## config.mk

```make
export PLATFORM = sky130hd
export DESIGN_NAME = instr_decode_stage
export DESIGN_NICKNAME = d
export VERILOG_FILES = /design/src/rtl/instr_decode_stage.sv
export SDC_FILE = /design/constraint.sdc
export NUM_CORES = 1
export LEC_CHECK = 0
export ABC_AREA = 1
export BUFFER_PORTS_ARGS = -buffer_cell sky130_fd_sc_hd__buf_2
export CORE_MARGIN = 1.5
export CORE_UTILIZATION = 52
export DETAILED_ROUTE_END_ITERATION = 10
export GPL_TIMING_DRIVEN = 0
export PLACE_DENSITY = 0.78
export REMOVE_ABC_BUFFERS = 1
export SYNTH_ARGS = -nofsm -noshare
export SYNTH_HDL_FRONTEND = slang
export SYNTH_SLANG_ARGS = --single-unit
```

## constraint.sdc

```tcl
create_clock -name i_clk -period 1.6 [get_ports i_clk]
set_input_delay 0.24 -clock i_clk [delete_from_list [all_inputs] [get_ports i_clk]]
set_output_delay 0.24 -clock i_clk [all_outputs]
set_load 0.005 [all_outputs]
```

## src/rtl/instr_decode_stage.sv

```systemverilog
// Decode stage between fetch and execute of the OLED controller core. It splits each instruction
// into control fields, forwards them over valid/ready, and runs I2C instructions as timed transactions.
module instr_decode_stage #(
  parameter  int DATA_W  = 8,
  parameter  int REG_AW  = 4,
  parameter  int I2C_TO  = 1024,
  localparam int INSTR_W = 5 + 2 * REG_AW + DATA_W
) (
  input  logic               i_clk,
  input  logic               i_rst_n,
  input  logic [INSTR_W-1:0] i_instr,
  input  logic               i_valid,
  output logic               o_ready,
  input  logic               i_flush,
  output logic               o_valid,
  input  logic               i_ready,
  output logic [2:0]         o_opcode,
  output logic [REG_AW-1:0]  o_dest,
  output logic [REG_AW-1:0]  o_src,
  output logic [DATA_W-1:0]  o_imm,
  output logic [DATA_W-1:0]  o_addr,
  output logic               o_rs_wen,
  output logic               o_flg_wen,
  output logic               o_mem_rd,
  output logic               o_sendcon,
  output logic               o_i2c_req,
  output logic [1:0]         o_i2c_cmd,
  output logic [DATA_W-1:0]  o_i2c_data,
  input  logic               i_i2c_done,
  output logic               o_i2c_err,
  output logic               o_illegal
);

  localparam int CNT_W = (I2C_TO > 2) ? $clog2(I2C_TO) : 1;
  localparam logic [CNT_W-1:0] TO_LAST = CNT_W'(I2C_TO - 1);

  typedef enum logic [0:0] {S_IDLE = 1'b0, S_I2C_WAIT = 1'b1} state_e;

  state_e              state_q, state_d;
  logic [CNT_W-1:0]    cnt_q, cnt_d;
  logic                valid_q, valid_d;
  logic [2:0]          opcode_q, opcode_d;
  logic [REG_AW-1:0]   dest_q, dest_d, src_q, src_d;
  logic [DATA_W-1:0]   imm_q, imm_d, addr_q, addr_d;
  logic                rs_wen_q, rs_wen_d, flg_wen_q, flg_wen_d;
  logic                mem_rd_q, mem_rd_d, sendcon_q, sendcon_d;
  logic                req_q, req_d, err_q, err_d, illegal_q, illegal_d;
  logic [1:0]          cmd_q, cmd_d;
  logic [DATA_W-1:0]   data_q, data_d;

  logic [4:0]          op_s;
  logic [REG_AW-1:0]   dest_s, src_s;
  logic [DATA_W-1:0]   imm_s;
  logic [2:0]          dec_alu_s;
  logic                dec_rs_s, dec_flg_s, dec_mem_s, dec_con_s;
  logic                dec_i2c_s, dec_ill_s;
  logic [1:0]          dec_cmd_s;
  logic                ready_s, accept_s;

  assign op_s   = i_instr[INSTR_W-1 -: 5];
  assign dest_s = i_instr[INSTR_W-6 -: REG_AW];
  assign src_s  = i_instr[DATA_W+REG_AW-1 -: REG_AW];
  assign imm_s  = i_instr[DATA_W-1:0];

  // Opcode decode into control fields; anything unlisted decodes as an illegal NOP.
  always_comb begin
    dec_alu_s = 3'b000;
    dec_rs_s  = 1'b0;
    dec_flg_s = 1'b0;
    dec_mem_s = 1'b0;
    dec_con_s = 1'b0;
    dec_i2c_s = 1'b0;
    dec_ill_s = 1'b0;
    dec_cmd_s = 2'b00;
    case (op_s)
      5'b00000: begin dec_alu_s = 3'b001; dec_rs_s = 1'b1; dec_flg_s = 1'b1; end
      5'b00010: begin dec_alu_s = 3'b010; dec_rs_s = 1'b1; dec_flg_s = 1'b1; end
      5'b00101: begin dec_alu_s = 3'b001; dec_rs_s = 1'b1; dec_flg_s = 1'b1; end
      5'b01010: begin dec_rs_s = 1'b1; dec_mem_s = 1'b1; end
      5'b01100: dec_con_s = 1'b1;
      5'b10011: dec_alu_s = 3'b011;
      5'b10101: dec_alu_s = 3'b100;
      5'b00110: begin dec_i2c_s = 1'b1; dec_cmd_s = 2'b00; end
      5'b01000: begin dec_i2c_s = 1'b1; dec_cmd_s = 2'b01; end
      5'b01110: begin dec_i2c_s = 1'b1; dec_cmd_s = 2'b10; end
      5'b11111: dec_alu_s = 3'b000;
      default:  dec_ill_s = 1'b1;
    endcase
  end

  assign ready_s  = (state_q == S_IDLE) && (!valid_q || i_ready) && !i_flush;
  assign accept_s = i_valid && ready_s;

  // Next-state logic for the output bundle, the I2C transaction FSM and the sticky illegal flag.
  always_comb begin
    state_d   = state_q;
    cnt_d     = cnt_q;
    valid_d   = valid_q;
    opcode_d  = opcode_q;
    dest_d    = dest_q;
    src_d     = src_q;
    imm_d     = imm_q;
    addr_d    = addr_q;
    rs_wen_d  = rs_wen_q;
    flg_wen_d = flg_wen_q;
    mem_rd_d  = mem_rd_q;
    sendcon_d = sendcon_q;
    req_d     = req_q;
    cmd_d     = cmd_q;
    data_d    = data_q;
    err_d     = 1'b0;
    illegal_d = illegal_q;

    if (i_flush) begin
      valid_d = 1'b0;
    end else if (accept_s && !dec_i2c_s) begin
      valid_d   = 1'b1;
      opcode_d  = dec_alu_s;
      dest_d    = dest_s;
      src_d     = src_s;
      imm_d     = imm_s;
      addr_d    = dec_mem_s ? imm_s : '0;
      rs_wen_d  = dec_rs_s;
      flg_wen_d = dec_flg_s;
      mem_rd_d  = dec_mem_s;
      sendcon_d = dec_con_s;
    end else if (i_ready) begin
      valid_d = 1'b0;
    end else begin
      valid_d = valid_q;
    end

    if (accept_s && dec_ill_s) begin
      illegal_d = 1'b1;
    end else begin
      illegal_d = illegal_q;
    end

    case (state_q)
      S_IDLE: begin
        if (accept_s && dec_i2c_s) begin
          state_d = S_I2C_WAIT;
          req_d   = 1'b1;
          cmd_d   = dec_cmd_s;
          data_d  = (dec_cmd_s == 2'b10) ? imm_s : '0;
          cnt_d   = '0;
        end else begin
          state_d = S_IDLE;
        end
      end
      S_I2C_WAIT: begin
        // A done in the timeout cycle takes priority, so no error is raised then.
        if (i_i2c_done) begin
          req_d   = 1'b0;
          state_d = S_IDLE;
          cnt_d   = '0;
        end else if (cnt_q == TO_LAST) begin
          req_d   = 1'b0;
          err_d   = 1'b1;
          state_d = S_IDLE;
          cnt_d   = '0;
        end else begin
          cnt_d = cnt_q + {{(CNT_W-1){1'b0}}, 1'b1};
        end
      end
      default: begin
        state_d = S_IDLE;
        req_d   = 1'b0;
        cnt_d   = '0;
      end
    endcase
  end

  // State and output registers with asynchronous reset to all-zero.
  always_ff @(posedge i_clk or negedge i_rst_n) begin
    if (!i_rst_n) begin
      state_q   <= S_IDLE;
      cnt_q     <= '0;
      valid_q   <= 1'b0;
      opcode_q  <= 3'b000;
      dest_q    <= '0;
      src_q     <= '0;
      imm_q     <= '0;
      addr_q    <= '0;
      rs_wen_q  <= 1'b0;
      flg_wen_q <= 1'b0;
      mem_rd_q  <= 1'b0;
      sendcon_q <= 1'b0;
      req_q     <= 1'b0;
      cmd_q     <= 2'b00;
      data_q    <= '0;
      err_q     <= 1'b0;
      illegal_q <= 1'b0;
    end else begin
      state_q   <= state_d;
      cnt_q     <= cnt_d;
      valid_q   <= valid_d;
      opcode_q  <= opcode_d;
      dest_q    <= dest_d;
      src_q     <= src_d;
      imm_q     <= imm_d;
      addr_q    <= addr_d;
      rs_wen_q  <= rs_wen_d;
      flg_wen_q <= flg_wen_d;
      mem_rd_q  <= mem_rd_d;
      sendcon_q <= sendcon_d;
      req_q     <= req_d;
      cmd_q     <= cmd_d;
      data_q    <= data_d;
      err_q     <= err_d;
      illegal_q <= illegal_d;
    end
  end

  assign o_ready    = ready_s;
  assign o_valid    = valid_q;
  assign o_opcode   = opcode_q;
  assign o_dest     = dest_q;
  assign o_src      = src_q;
  assign o_imm      = imm_q;
  assign o_addr     = addr_q;
  assign o_rs_wen   = rs_wen_q;
  assign o_flg_wen  = flg_wen_q;
  assign o_mem_rd   = mem_rd_q;
  assign o_sendcon  = sendcon_q;
  assign o_i2c_req  = req_q;
  assign o_i2c_cmd  = cmd_q;
  assign o_i2c_data = data_q;
  assign o_i2c_err  = err_q;
  assign o_illegal  = illegal_q;

endmodule

```

# [After elaboration in Yosys (flattened, before gate mapping)]
# Cells that the tools add are included.
[totals] register_bits=56 inputBits=27
[classes] n_addsub=1 n_eq_ne=14 muxes=28 n_bitwise=2 reduce_logical=20
[op_table] operator="10-bit two-way mux" count=3
[op_table] operator="5-bit by 4-bit equality test with 1-bit output (second input constant)" count=4
[op_table] operator="10-bit case mux with 2 select lines" count=1
[op_table] operator="1-bit two-way mux" count=18
[op_table] operator="8-bit two-way mux" count=2
[op_table] operator="5-bit equality test (second input constant)" count=3
[op_table] operator="3-bit case mux with 4 select lines" count=1
[op_table] operator="11-bit OR reduction" count=1
[op_table] operator="10-bit by 1-bit adder with 10-bit output (second input constant)" count=1
[op_table] operator="10-bit equality test (second input constant)" count=1
[op_table] operator="5-bit by 3-bit equality test with 1-bit output (second input constant)" count=2
[op_table] operator="1-bit logical AND" count=6
[op_table] operator="2-bit AND reduction" count=3
[op_table] operator="3-bit OR reduction" count=2
[op_table] operator="5-bit by 2-bit equality test with 1-bit output (second input constant)" count=1
[op_table] operator="5-bit logical NOT" count=1
[op_table] operator="1-bit case mux with 2 select lines" count=2
[op_table] operator="2-bit case mux with 2 select lines" count=1
[op_table] operator="4-bit OR reduction" count=1
[op_table] operator="1-bit logical NOT" count=3
[op_table] operator="3-bit by 2-bit inequality test with 1-bit output (second input constant)" count=1
[op_table] operator="3-bit nonzero test" count=1
[op_table] operator="2-bit equality test (second input constant)" count=1
[op_table] operator="2-bit by 1-bit inequality test with 1-bit output (second input constant)" count=1
[op_table] operator="3 further kinds" count=4

# [Logic depth before layout (Yosys ltp)]
# Gate-level depths: netlist of the first run.
[depth] depth_word=8 depth_mapped=10 mapped_depth_nobuf=10

# [Worst setup path after synthesis of the first run]
# OpenSTA, ideal clock, no wires.
[synth_timing] kind="register -> register" from="reg state_q" to="reg rs_wen_q, in the netlist o_rs_wen" setup_time_ns=0.126 t_arrival_ns=1.228 required_time_ns=1.474 setup_slack_ns=0.246 path_stages_with_launch=10 n_path_buf=1 synth_period_minus_slack_ns=1.354 cell_sequence="dfrtp_1 > inv_2 > nand3_4 > inv_2 > nand2_4 > nor2_8 > inv_6 > buf_8 > nand2_1 > nand3_1"
[synth_via] elab_chain_len=6
[synth_lines] element="start: declaration" line_no="39" rtl="state_e state_q, state_d;"
[synth_lines] element="start signal: assignment" line_no="195" rtl="state_q <= state_d;"
[synth_lines] element="1-bit NOT (no source line)"
[synth_lines] element="1-bit logical AND (2 in a row)" line_no="91" rtl="assign ready_s = (state_q == S_IDLE) && (!valid_q || i_ready) && !i_flush;"
[synth_lines] element="via o_ready" line_no="13" rtl="output logic o_ready,"
[synth_lines] element="1-bit logical AND" line_no="92" rtl="assign accept_s = i_valid && ready_s;"
[synth_lines] element="1-bit logical AND" line_no="116" rtl="end else if (accept_s && !dec_i2c_s) begin"
[synth_lines] element="2-bit AND reduction (no source line)"
[synth_lines] element="end signal: assignment" line_no="203" rtl="rs_wen_q <= rs_wen_d;"
[synth_lines] element="end: declaration" line_no="45" rtl="logic rs_wen_q, rs_wen_d, flg_wen_q, flg_wen_d;"
# The timed path passes the listed nets, and every way through them passes these cells.
# A chain may end at the register's enable or synchronous reset.

# [Worst setup path in the final report of the first run]
[layout_timing] from="reg state_q" to="out o_ready"
[layout_via] elab_chain_len=3
[layout_lines] element="1-bit NOT (no source line)"
[layout_lines] element="1-bit logical AND (2 in a row)" line_no="91"
[layout_lines] element="end: declaration" line_no="13"
# Every way passes these cells.

==> insert_results.sql, run 1 <==
INSERT INTO impl_metrics (metric_group, metric, value, unit) VALUES
('routing', 'routed_wirelength', '5.55', 'mm'),
('cts', 'insertion_delay', '0.30', 'ns'),
('worst_setup_path', 'setup.worst_path.start', 'state_q', ''),
('yosys', 'proportion_of_synthesized_flip_flops_having_asynchronous_set_or_reset', '100', '%'),
('cts', 'cts-htree-levels', '2', ''),
('die', 'fp.coreArea', '4750', 'um2'),
('global_route', 'grt_start_max_net_pins', '57', ''),
('final_layout', 'finish.utilization', '65.6', '%'),
('final_layout', 'antenna_cell_count', '0', ''),
('worst_setup_path', 'crit_path_top_delay_cell', 'dfrtp_2', ''),
('placed_design', 'finalWeightedCongestion', '0.927', ''),
('worst_setup_path', 'crit-reg2reg-capture', 'o_addr[7]', ''),
('yosys', 'synthesis.area', '2590', 'um2'),
('yosys', 'synth_edf_count', '0', ''),
('global_route', 'number_of_global_route_vias_before_repair', '1958', ''),
('routing', 'postRouteAntennaNets', '0', ''),
('yosys', 'post-synth-top-count-cell', 'nand2_1', ''),
('cts', 'cts-hold-fix-buffers', '0', ''),
('placed_design', 'hpwl', '3.80', 'mm'),
('placed_design', 'numPlacedInstances', '432', ''),
('timing', 'relSlewSlack', '20.2', '%'),
('die', 'start_util', '54.5', '%'),
('cts', 'path_clk_slew', '0.10', 'ns'),
('worst_setup_path', 'worst_ep_required_time', '1.36', 'ns'),
('yosys', 'ys_top_cells_by_count', 'nand2_1 (116), dfrtp_1 (56), inv_1 (24)', ''),
('worst_setup_path', 'endpoint_kind', 'output pin', ''),
('yosys', 'number_of_synthesized_register_bits', '56', ''),
('die', 'die_w', '73.6', 'um'),
('die', 'rows', '25', ''),
('timing', 'final_hold_viol_count', '0', ''),
('timing', 'timing.final.setup_violations', '0', ''),
('yosys', 'netlist_top_cells_area', 'dfrtp_1 (54%), nand2_1 (17%), inv_1 (3.5%)', ''),
('die', 'die_h', '73.6', 'um'),
('routing', 'via_per_inst', '4.94', ''),
('power', 'worst_ir_drop_vdd', '637', 'uV'),
('yosys', 'synth-warning-count', '0', ''),
('final_layout', 'layout.nets', '405', ''),
('die', 'dieArea', '5420', 'um2'),
('cts', 'tritoncts_clock_tree', 'yes', ''),
('worst_setup_path', 'rrSetupSlack', '0.15', 'ns'),
('die', 'top_level_port_count', '73', ''),
('power', 'report.power.total', '2.89', 'mW'),
('worst_setup_path', 'crit_end', 'o_ready', ''),
('yosys', 'synth-seq-area-share', '54.1', '%'),
('final_layout', 'relative_area_change_from_synthesis_to_final_layout', '20.3', '%'),
('routing', 'drt_drc_violations_left', '0', ''),
('yosys', 'syn_avg_cell_area', '8.67', 'um2'),
('worst_setup_path', 'worst-setup-path-type', 'reg2out', ''),
('global_route', 'antenna_found_initial', '0', ''),
('worst_setup_path', 'worst_path_dominant_cell_family', 'flip-flops', ''),
('run_status', 'outcome', 'complete, no violations', ''),
('power', 'power-per-cell-area', '926', 'nW/um2'),
('timing', 'max_fclk', '690', 'MHz'),
('routing', 'initialDrtViolationCount', '144', ''),
('worst_setup_path', 'crit_path_start_kind', 'flip-flop', ''),
('final_layout', 'fillers', '433', ''),
('timing', 'timing.final.max_slew_violations', '0', ''),
('routing', 'route.vias.total', '2198', ''),
('timing', 'max_slew.worst_pin.slew', '1.20', 'ns'),
('placed_design', 'port-buffer-count', '72', ''),
('yosys', 'netlist_instances', '299', ''),
('routing', 'wl_per_cell', '12.5', 'um'),
('worst_setup_path', 'timing.critical_path.fanout_max', '7', ''),
('job', 'cap_violations', '0', ''),
('final_layout', 'multi_input_area', '1030', 'um2'),
('timing', 'skew', '0.00659', 'ns'),
('power', 'cellLeakagePower', '1.74', 'nW'),
('final_layout', 'drive_above_1_share', '29.4', '%'),
('yosys', 'synth_ff_type', 'dfrtp_1', ''),
('hold_path', 'hp-class', 'in2reg', ''),
('cts', 'max-clock-path-buffers', '2', '');
==> sequential cells by signal, indices dropped and copies added (netlist names) <==
| signal | cells |
|---|---|
| o_rs_wen | 1 |
| cnt_q | 10 |
| o_i2c_err | 1 |
| o_mem_rd | 1 |
| o_sendcon | 1 |
| o_src | 4 |
| state_q | 1 |
| o_i2c_req | 1 |
| o_imm | 8 |
| o_valid | 1 |
| o_illegal | 1 |
| o_flg_wen | 1 |
| o_opcode | 3 |
| o_addr | 8 |
| o_i2c_data | 8 |
| o_i2c_cmd | 2 |
| o_dest | 4 |
==> logic make-up after synthesis <==
family / count (synthesis) / share of synthesized area, %
AOI/OAI and AO/OA: 32 / 6.85
DFF: 56 / 54.1
adders and majority gates: 1 / 0.483
buffers and inverters: 35 / 7.14
and+or+nand+nor: 173 / 30.8
xor gates and xnor gates: 2 / 0.676
==> layer usage <==
layer  share of wire [%]  up-vias  global-route usage, %
li1                    -     1107                      -
met1                  44     1037                   29.4
met2                  50       49                   35.7
met3                 5.5        5                   6.31
met4                 1.0        0                   5.97
met5                   0        -                      0
==> through the flow <==
step | setup slack (ns) | TNS [ns] | cell area, um2
3_3_place_gp | -0.151 | -2.27 | 2970
6_report | 0.150 | 0 | 3120
3_5_place_dp | -0.188 | -3.01 | 2970
4_1_cts | 0.0157 | 0 | 3090
5_1_grt | 0.0390 | 0 | 3120
2_1_floorplan | 0.129 | 0 | 2520
==> what timing repair did <==
action,CTS,global route
endpoints found under the setup margin,33,13
cloned,1,0
buffers inserted,3,1
pin swaps,1,0
gates resized for setup,1,7
==> placed cells by master (no fill, tap or decap) <==
master      instances
nand2_1           116
buf_2              72
dfrtp_1            54
inv_1              24
o21ai_1            17
nor2_1             15
nand3_1            15
o21ai_0             8
nand4_1             7
clkbuf_8            5
nand2_4             4
buf_4               4
inv_2               3
nor2_2              3
o21ai_2             3
nand3_2             2
nor2_4              2
nor3_1              2
xor2_1              2
or2_2               2
a21oi_1             2
dfrtp_2             2
inv_4               1
nand3_4             1
nor3_4              1
nand2_2             1
nor4_1              1
nor2_8              1
inv_6               1
nand4_4             1
o2111ai_1           1
o21a_1              1
ha_1                1
clkinv_4            1
clkinvlp_4          1
clkbuf_1            1
==> worst min path at each step <==
stage	startpoint	endpoint	slack, ns	cells past startpoint
6_report	i_i2c_done	o_i2c_err	0.10	2
5_1_grt	i_i2c_done	o_i2c_err	0.12	2
4_1_cts	i_i2c_done	o_i2c_err	0.1	2
3_5_place_dp	i_i2c_done	o_i2c_err	0.43	2
3_3_place_gp	i_i2c_done	o_i2c_err	0.43	2
2_1_floorplan	i_rst_n	cnt_q[0]	-0.06	0
==> final cells by class <==
class | instances | area share [%]
Sequential cell | 56 | 45.0
Multi-Input combinational cell | 209 | 33.2
Timing Repair Buffer | 76 | 12.5
Inverter | 29 | 3.73
Tap cell | 67 | 2.69
Clock buffer | 6 | 2.33
Clock inverter | 2 | 0.522
==> report_power, final <==
part	total (mW)	internal [mW]	switching [mW]
Combinational	0.484	0.208	0.277
Sequential	1.64	1.55	0.0868
Clock	0.767	0.313	0.454
(Power assumes the default switching activity.)
==> run 2, diff against run 1 <==
--- a/config.mk
+++ b/config.mk
@@ -7,11 +7,13 @@
 export LEC_CHECK = 0
 export ABC_AREA = 1
 export BUFFER_PORTS_ARGS = -buffer_cell sky130_fd_sc_hd__buf_2
+export CELL_PAD_IN_SITES_DETAIL_PLACEMENT = 1
+export CELL_PAD_IN_SITES_GLOBAL_PLACEMENT = 1
 export CORE_MARGIN = 1.5
-export CORE_UTILIZATION = 52
+export CORE_UTILIZATION = 38
 export DETAILED_ROUTE_END_ITERATION = 10
 export GPL_TIMING_DRIVEN = 0
-export PLACE_DENSITY = 0.78
+export PLACE_DENSITY = 0.77
 export REMOVE_ABC_BUFFERS = 1
 export SYNTH_ARGS = -nofsm -noshare
 export SYNTH_HDL_FRONTEND = slang
==> run 2 against run 1 <==
Net effect:
- routed wire length increased by 19%
- final cell count increased by 2.5%
- power increased by 3.4%
- sequential share of layout area decreased by 0.36 points
- the run now ends with DRC, hold timing left
- sequential power about the same
- clock power increased by 9.1%
- core utilization decreased by 17 points
- design area increased by 0.80%
- first-iteration DRC count decreased by 29%
- global-route usage decreased by 2.4 points
- count of clock-buffer cells in the layout decreased by 1
- largest cell class unchanged
==> insert_results.sql, run 2 (synthesis results as in run 1) <==
INSERT INTO impl_metrics (metric_group, metric, value, unit) VALUES
('run_status', 'outcome', 'complete, but fails checks', ''),
('run_status', 'violations_in_the_final_reports', 'DRC, hold timing', ''),
('cts', 'tritoncts_clock_tree', 'yes', ''),
('routing', 'postRouteAntennaNets', '0', ''),
('worst_setup_path', 'endpoint_kind', 'flip-flop', ''),
('global_route', 'grt_pass1_wl', '11.2', 'mm'),
('timing', 'finalHoldWorstSlack', '-0.0328', 'ns'),
('final_layout', 'mostFrequentLayoutCell', 'nand2_1', ''),
('worst_setup_path', 'timing.critical_path.fanout_max', '32', ''),
('die', 'dieArea', '7330', 'um2'),
('cts', 'cts-hold-fix-buffers', '0', ''),
('final_layout', 'multi_input_area', '1030', 'um2'),
('final_layout', 'layout_common_cells', 'nand2_1 (116), buf_2 (71), dfrtp_1 (54), inv_1 (24), o21ai_1 (17)', ''),
('worst_setup_path', 'critical_path_arrival', '1.75', 'ns'),
('die', 'top_level_port_count', '73', ''),
('final_layout', 'antenna_cell_count', '0', ''),
('final_layout', 'largest-register', 'cnt_q', ''),
('final_layout', 'finalNonFillerCells', '456', ''),
('timing', 'skew', '0.00866', 'ns'),
('routing', 'drt_drc_violations_left', '1', ''),
('placed_design', 'numPlacedInstances', '442', ''),
('die', 'start_util', '40.1', '%'),
('global_route', 'number_of_global_route_vias_before_repair', '2333', ''),
('cts', 'cts_buffers', '5', ''),
('placed_design', 'finalWeightedCongestion', '0.770', ''),
('routing', 'dr.pass1.iters', '7', ''),
('worst_setup_path', 'r2r_start', 'state_q', ''),
('worst_setup_path', 'crit_path_start_kind', 'flip-flop', ''),
('global_route', 'antenna_found_initial', '0', ''),
('timing', 'relSlewSlack', '52.0', '%'),
('placed_design', 'hpwl', '4.68', 'mm'),
('routing', 'wl_per_cell', '14.5', 'um'),
('cts', 'cts-htree-levels', '2', ''),
('worst_setup_path', 'worst_ep_required_time', '1.86', 'ns'),
('worst_setup_path', 'setup.worst_path.start', 'state_q', ''),
('final_layout', 'fillers', '811', ''),
('placed_design', 'port-buffer-count', '72', ''),
('routing', 'routed_wirelength', '6.63', 'mm'),
('final_layout', 'largest_register_ffs', '10', ''),
('routing', 'route.vias.total', '2222', ''),
('global_route', 'grt_util_all_layers', '19.7', '%'),
('timing', 'finalCriticalPeriod', '1.49', 'ns'),
('worst_setup_path', 'crit_path_top_delay_cell', 'dfrtp_2', ''),
('power', 'cellLeakagePower', '1.75', 'nW'),
('cts', 'max-clock-path-buffers', '2', ''),
('routing', 'via_per_inst', '4.87', ''),
('timing', 'final_hold_viol_count', '56', ''),
('worst_setup_path', 'critical_path_max_stage_delay', '0.48', 'ns'),
('die', 'fp.coreArea', '6460', 'um2'),
('cts', 'cts_root_buf', 'clkbuf_8', ''),
('job', 'cap_violations', '0', ''),
('cts', 'clock-sinks', '56', ''),
('timing', 'timing.final.max_slew_violations', '0', ''),
('die', 'die_h', '85.6', 'um'),
('final_layout', 'relative_area_change_from_synthesis_to_final_layout', '21.2', '%'),
('hold_path', 'hp-class', 'in2async', ''),
('timing', 'share_of_the_clock_period_used_by_the_worst_path', '92.9', '%'),
('power', 'power-per-cell-area', '950', 'nW/um2'),
('cts', 'path_clk_slew', '0.11', 'ns'),
('timing', 'timing.final.setup_violations', '0', ''),
('timing', 'unrepaired_setup_endpoints_after_global_routing', 'false', ''),
('routing', 'initialDrtViolationCount', '102', ''),
('power', 'worst_ir_drop_vdd', '571', 'uV'),
('power', 'report.power.total', '2.99', 'mW'),
('cts', 'insertion_delay', '0.32', 'ns'),
('timing', 'max_slew.worst_pin.slew', '0.720', 'ns'),
('die', 'rows', '29', ''),
('worst_setup_path', 'path_common_cell', 'nand2_1', ''),
('global_route', 'grt_overflow_total', '0', ''),
('worst_setup_path', 'worst_path_cell_chain', 'inv_4, nand3_4, inv_2, nand2_4, nor2_8, inv_6, nor2_1, nand2_1, nand2_1', ''),
('final_layout', 'drive_above_1_share', '29.6', '%'),
('timing', 'max_fclk', '673', 'MHz'),
('final_layout', 'layout.nets', '406', ''),
('global_route', 'grt_start_max_net_pins', '57', ''),
('die', 'die_w', '85.6', 'um'),
('final_layout', 'area.sequential', '1400', 'um2'),
('worst_setup_path', 'worst-setup-path-type', 'reg2reg', '');
==> run 2: cell count changes in the layout (fill, tap and decap cells not counted), sizes merged <==
cell | before | now
clkinv | 1 | 0
clkbuf | 6 | 5
buf | 76 | 77
inv | 29 | 31
==> run 2: critical path: cells and delay by family, from the launching register on <==
family / cells / cell delay (ns)
AND/OR/NAND/NOR: 6 / 0.59
flip-flops: 1 / 0.48
buffers and inverters: 3 / 0.34
==> run 2: routing by layer <==
| metal | track usage [%] | share of wire, % |
|---|---|---|
| met5 | 0 | 0 |
| met1 | 24.0 | 43 |
| met2 | 34.1 | 50 |
| met4 | 6.01 | 1.6 |
| met3 | 5.29 | 5.2 |
==> run 2: final timing paths <==
kind	slack, ns	end	cells past startpoint
min reg2reg	0.47	o_illegal	2
min in group i_clk	0.10	o_i2c_err	2
max in group asynchronous	1.12	state_q	1
min	-0.03	cnt_q[2]	1
max	0.11	o_illegal	9
max reg2reg	0.11	o_illegal	9
==> run 2: final cells by class <==
class                   instances  share of cell area (%)
clock buffers                   5                    2.19
clock inverters                 3                   0.796
well taps                      77                    3.07
multi-input cells             209                    32.8
flip-flops and latches         56                    44.7
repair buffers                 77                    12.7
inverters                      29                    3.70
==> run 2: report_power, final <==
part	internal, mW	switching [mW]
clock network	0.321	0.516
registers	1.55	0.0850
logic	0.223	0.291
total	2.09	0.892
==> run 2: what timing repair did <==
action,CTS,global route
gates cloned,1,0
pin swaps,1,1
endpoints found under the setup margin,36,18
buffers inserted,3,2
resized for setup,3,4
==> run 2: through the flow <==
step	TNS, ns	cell area, um2	util, %	worst slack, ns	hold WS (ns)
after floorplan	0	2520	-	0.129	-0.0556
after global placement	-3.53	2980	46.1	-0.202	0.437
after detailed placement	-4.03	2980	46.1	-0.194	0.440
after CTS	0	3120	48.3	0.0270	0.0954
after global routing	0	3140	48.7	0.00278	0.0250
final	0	3140	48.7	0.114	-0.0328
==> run 3, diff against run 2 <==
--- a/config.mk
+++ b/config.mk
@@ -9,7 +9,6 @@
 export BUFFER_PORTS_ARGS = -buffer_cell sky130_fd_sc_hd__buf_2
 export CELL_PAD_IN_SITES_DETAIL_PLACEMENT = 1
 export CELL_PAD_IN_SITES_GLOBAL_PLACEMENT = 1
-export CORE_MARGIN = 1.5
 export CORE_UTILIZATION = 38
 export DETAILED_ROUTE_END_ITERATION = 10
 export GPL_TIMING_DRIVEN = 0
==> run 3 against run 2 <==
Net effect:
- the flow still finishes with violations (DRC, hold timing)
- clock skew fell by 0.0034 ns
- first-iteration DRC count shrank 34%
- design area decreased by 0.24%
- largest cell class unchanged
==> insert_results.sql, run 3 (synthesis results as in run 1) <==
INSERT INTO impl_metrics (metric_group, metric, value, unit) VALUES
('worst_setup_path', 'worst_path_cell_chain', 'inv_4, nand3_4, inv_2, nand2_4, nor2_8, buf_4, nand2_1, o21ai_0', ''),
('routing', 'route.vias.total', '2246', ''),
('worst_setup_path', 'critical_path_arrival', '1.73', 'ns'),
('timing', 'max_slew.worst_pin.slew', '0.705', 'ns'),
('global_route', 'number_of_global_route_vias_before_repair', '2197', ''),
('worst_setup_path', 'r2r_start', 'state_q', ''),
('cts', 'max-clock-path-buffers', '2', ''),
('placed_design', 'hpwl', '4.65', 'mm'),
('worst_setup_path', 'crit_path_start_kind', 'flip-flop', ''),
('placed_design', 'port-buffer-count', '72', ''),
('routing', 'via_per_inst', '4.94', ''),
('timing', 'finalHoldWorstSlack', '-0.0432', 'ns'),
('cts', 'tritoncts_clock_tree', 'yes', ''),
('worst_setup_path', 'critical_path_max_stage_delay', '0.49', 'ns'),
('placed_design', 'finalWeightedCongestion', '0.834', ''),
('die', 'dieArea', '7160', 'um2'),
('routing', 'postRouteAntennaNets', '0', ''),
('cts', 'clock-sinks', '56', ''),
('timing', 'finalCriticalPeriod', '1.49', 'ns'),
('timing', 'skew', '0.00528', 'ns'),
('run_status', 'outcome', 'complete, but fails checks', ''),
('worst_setup_path', 'timing.critical_path.fanout_max', '7', ''),
('final_layout', 'layout.nets', '405', ''),
('worst_setup_path', 'worst-setup-path-type', 'reg2reg', ''),
('worst_setup_path', 'worst_path_dominant_cell_family', 'flip-flops', ''),
('final_layout', 'mostFrequentLayoutCell', 'nand2_1', ''),
('placed_design', 'detailed_place.area', '2980', 'um2'),
('power', 'power.sequential.fraction', '55.3', '%'),
('cts', 'path_clk_slew', '0.11', 'ns'),
('cts', 'cts-hold-fix-buffers', '0', ''),
('power', 'power-per-cell-area', '941', 'nW/um2'),
('job', 'cap_violations', '0', ''),
('hold_path', 'hp-class', 'in2async', ''),
('worst_setup_path', 'worst-r2r-cell-count', '8', ''),
('routing', 'drt_drc_violations_left', '1', ''),
('routing', 'dr.pass1.iters', '9', ''),
('cts', 'insertion_delay', '0.32', 'ns'),
('cts', 'cts_buffers', '5', ''),
('timing', 'totalNegativeSetupSlack', '0', 'ns'),
('timing', 'timing.final.setup_violations', '0', ''),
('final_layout', 'area.sequential', '1400', 'um2'),
('timing', 'unrepaired_setup_endpoints_after_global_routing', 'false', ''),
('global_route', 'grt_util_all_layers', '19.6', '%'),
('routing', 'routed_wirelength', '6.46', 'mm'),
('timing', 'share_of_the_clock_period_used_by_the_worst_path', '93.2', '%'),
('routing', 'wl_per_cell', '14.2', 'um'),
('global_route', 'grt_overflow_total', '0', ''),
('timing', 'relSlewSlack', '53.0', '%'),
('worst_setup_path', 'rrSetupSlack', '0.11', 'ns'),
('final_layout', 'largest-register', 'cnt_q', ''),
('final_layout', 'multi_input_area', '1030', 'um2'),
('power', 'reported_net_switching_power', '866', 'uW'),
('die', 'die_h', '84.6', 'um'),
('worst_setup_path', 'endpoint_kind', 'flip-flop', ''),
('routing', 'initialDrtViolationCount', '67', ''),
('power', 'combinationalPowerShare', '17.2', '%'),
('timing', 'timing.final.max_slew_violations', '0', ''),
('final_layout', 'antenna_cell_count', '0', ''),
('final_layout', 'largest_register_ffs', '10', ''),
('power', 'intPower', '2.09', 'mW'),
('final_layout', 'fin_area', '3140', 'um2'),
('cts', 'cts_root_buf', 'clkbuf_8', ''),
('cts', 'cts-htree-levels', '2', ''),
('final_layout', 'drive_above_1_share', '29.6', '%'),
('timing', 'post-route-worst-setup-slack', '0.109', 'ns'),
('die', 'rows', '29', ''),
('worst_setup_path', 'crit-reg2reg-capture', 'o_addr[7]', ''),
('placed_design', 'pre_cts_ws', '-0.208', 'ns'),
('die', 'fp.coreArea', '6460', 'um2'),
('power', 'power_switching_share', '29.3', '%'),
('global_route', 'grt_start_max_net_pins', '57', ''),
('final_layout', 'layout_common_cells', 'nand2_1 (116), buf_2 (71), dfrtp_1 (54), inv_1 (24), o21ai_1 (17)', ''),
('worst_setup_path', 'worst_ep_required_time', '1.84', 'ns'),
('final_layout', 'relative_area_change_from_synthesis_to_final_layout', '20.9', '%'),
('die', 'start_util', '40.1', '%'),
('power', 'p_clk_share', '27.5', '%'),
('global_route', 'antenna_found_initial', '0', ''),
('worst_setup_path', 'crit_path_top_delay_cell', 'dfrtp_2', ''),
('global_route', 'grt_pass1_wl', '11.0', 'mm'),
('run_status', 'violations_in_the_final_reports', 'DRC, hold timing', ''),
('power', 'cellLeakagePower', '1.75', 'nW'),
('die', 'die_w', '84.6', 'um'),
('power', 'worst_ir_drop_vdd', '525', 'uV'),
('timing', 'final_hold_viol_count', '56', ''),
('die', 'top_level_port_count', '73', ''),
('final_layout', 'fillers', '829', ''),
('worst_setup_path', 'crit_buf_inv', '3', ''),
('timing', 'max_fclk', '671', 'MHz');
==> run 3: changes by cell type in the layout (fill, tap and decap cells not counted), sizes merged <==
cell,delta
clkinv,+2
buf,-1
clkinvlp,-1
inv,-1
==> run 3: power by group through the flow <==
stage | Sequential [mW] | Clock [mW] | Combinational [mW]
after floorplan | 1.67 | 0 | 0.204
after global placement | 1.67 | 0 | 0.442
after detailed placement | 1.67 | 0 | 0.456
after CTS | 1.65 | 0.840 | 0.466
after global routing | 1.65 | 0.889 | 0.579
final | 1.63 | 0.812 | 0.507
==> run 3: worst max path at each step <==
| stage | startpoint | end | cells past startpoint | slack [ns] |
|---|---|---|---|---|
| 2_1_floorplan | state_q | o_illegal | 9 | 0.13 |
| 3_3_place_gp | state_q | o_illegal | 9 | -0.21 |
| 3_5_place_dp | state_q | o_illegal | 9 | -0.21 |
| 4_1_cts | cnt_q[0] | o_i2c_req | 8 | 0.02 |
| 5_1_grt | cnt_q[1] | cnt_q[7] | 8 | 0.001 |
| 6_report | state_q | o_addr[7] | 8 | 0.11 |
==> run 3: final cells by class <==
| cell class | instances | area share [%] |
|---|---|---|
| clock buffers | 5 | 2.19 |
| clock inverters | 3 | 0.718 |
| inverters | 29 | 3.71 |
| multi-input cells | 209 | 33.0 |
| flip-flops and latches | 56 | 44.8 |
| well taps | 77 | 3.07 |
| repair buffers | 76 | 12.5 |
==> run 3: routing by layer <==
metal / track usage (%) / routed length (um) / vias to the layer above
met4: 5.08 / 65 / 0
met1: 25.2 / 2850 / 1090
li1: - / - / 1105
met3: 5.90 / 383 / 6
met2: 32.4 / 3170 / 45
met5: 0 / 0 / -
==> run 3: stage by stage <==
| step | cells | utilization [%] | power, mW |
|---|---|---|---|
| finish | 455 | 48.5 | 2.95 |
| global route | 455 | 48.5 | 3.12 |
| CTS | 453 | 48.0 | 2.96 |
| detailed placement | 442 | 46.1 | 2.13 |
| global placement | 442 | 46.1 | 2.11 |
| floorplan | 293 | - | 1.87 |
==> run 3: repair_timing <==
action,CTS,global route
setup endpoints to repair,35,11
endpoints found under the hold margin,0,0
pin swaps,1,0
cloned,1,0
setup buffers,2,2
resized for setup,2,6
==> run 3: worst reg2reg max path, delay by kind of cell, from the launching register on <==
kind / cells / cell delay, ns
compound gates: 1 / 0.15
buf+inv: 3 / 0.38
flops: 1 / 0.49
simple gates: 4 / 0.40
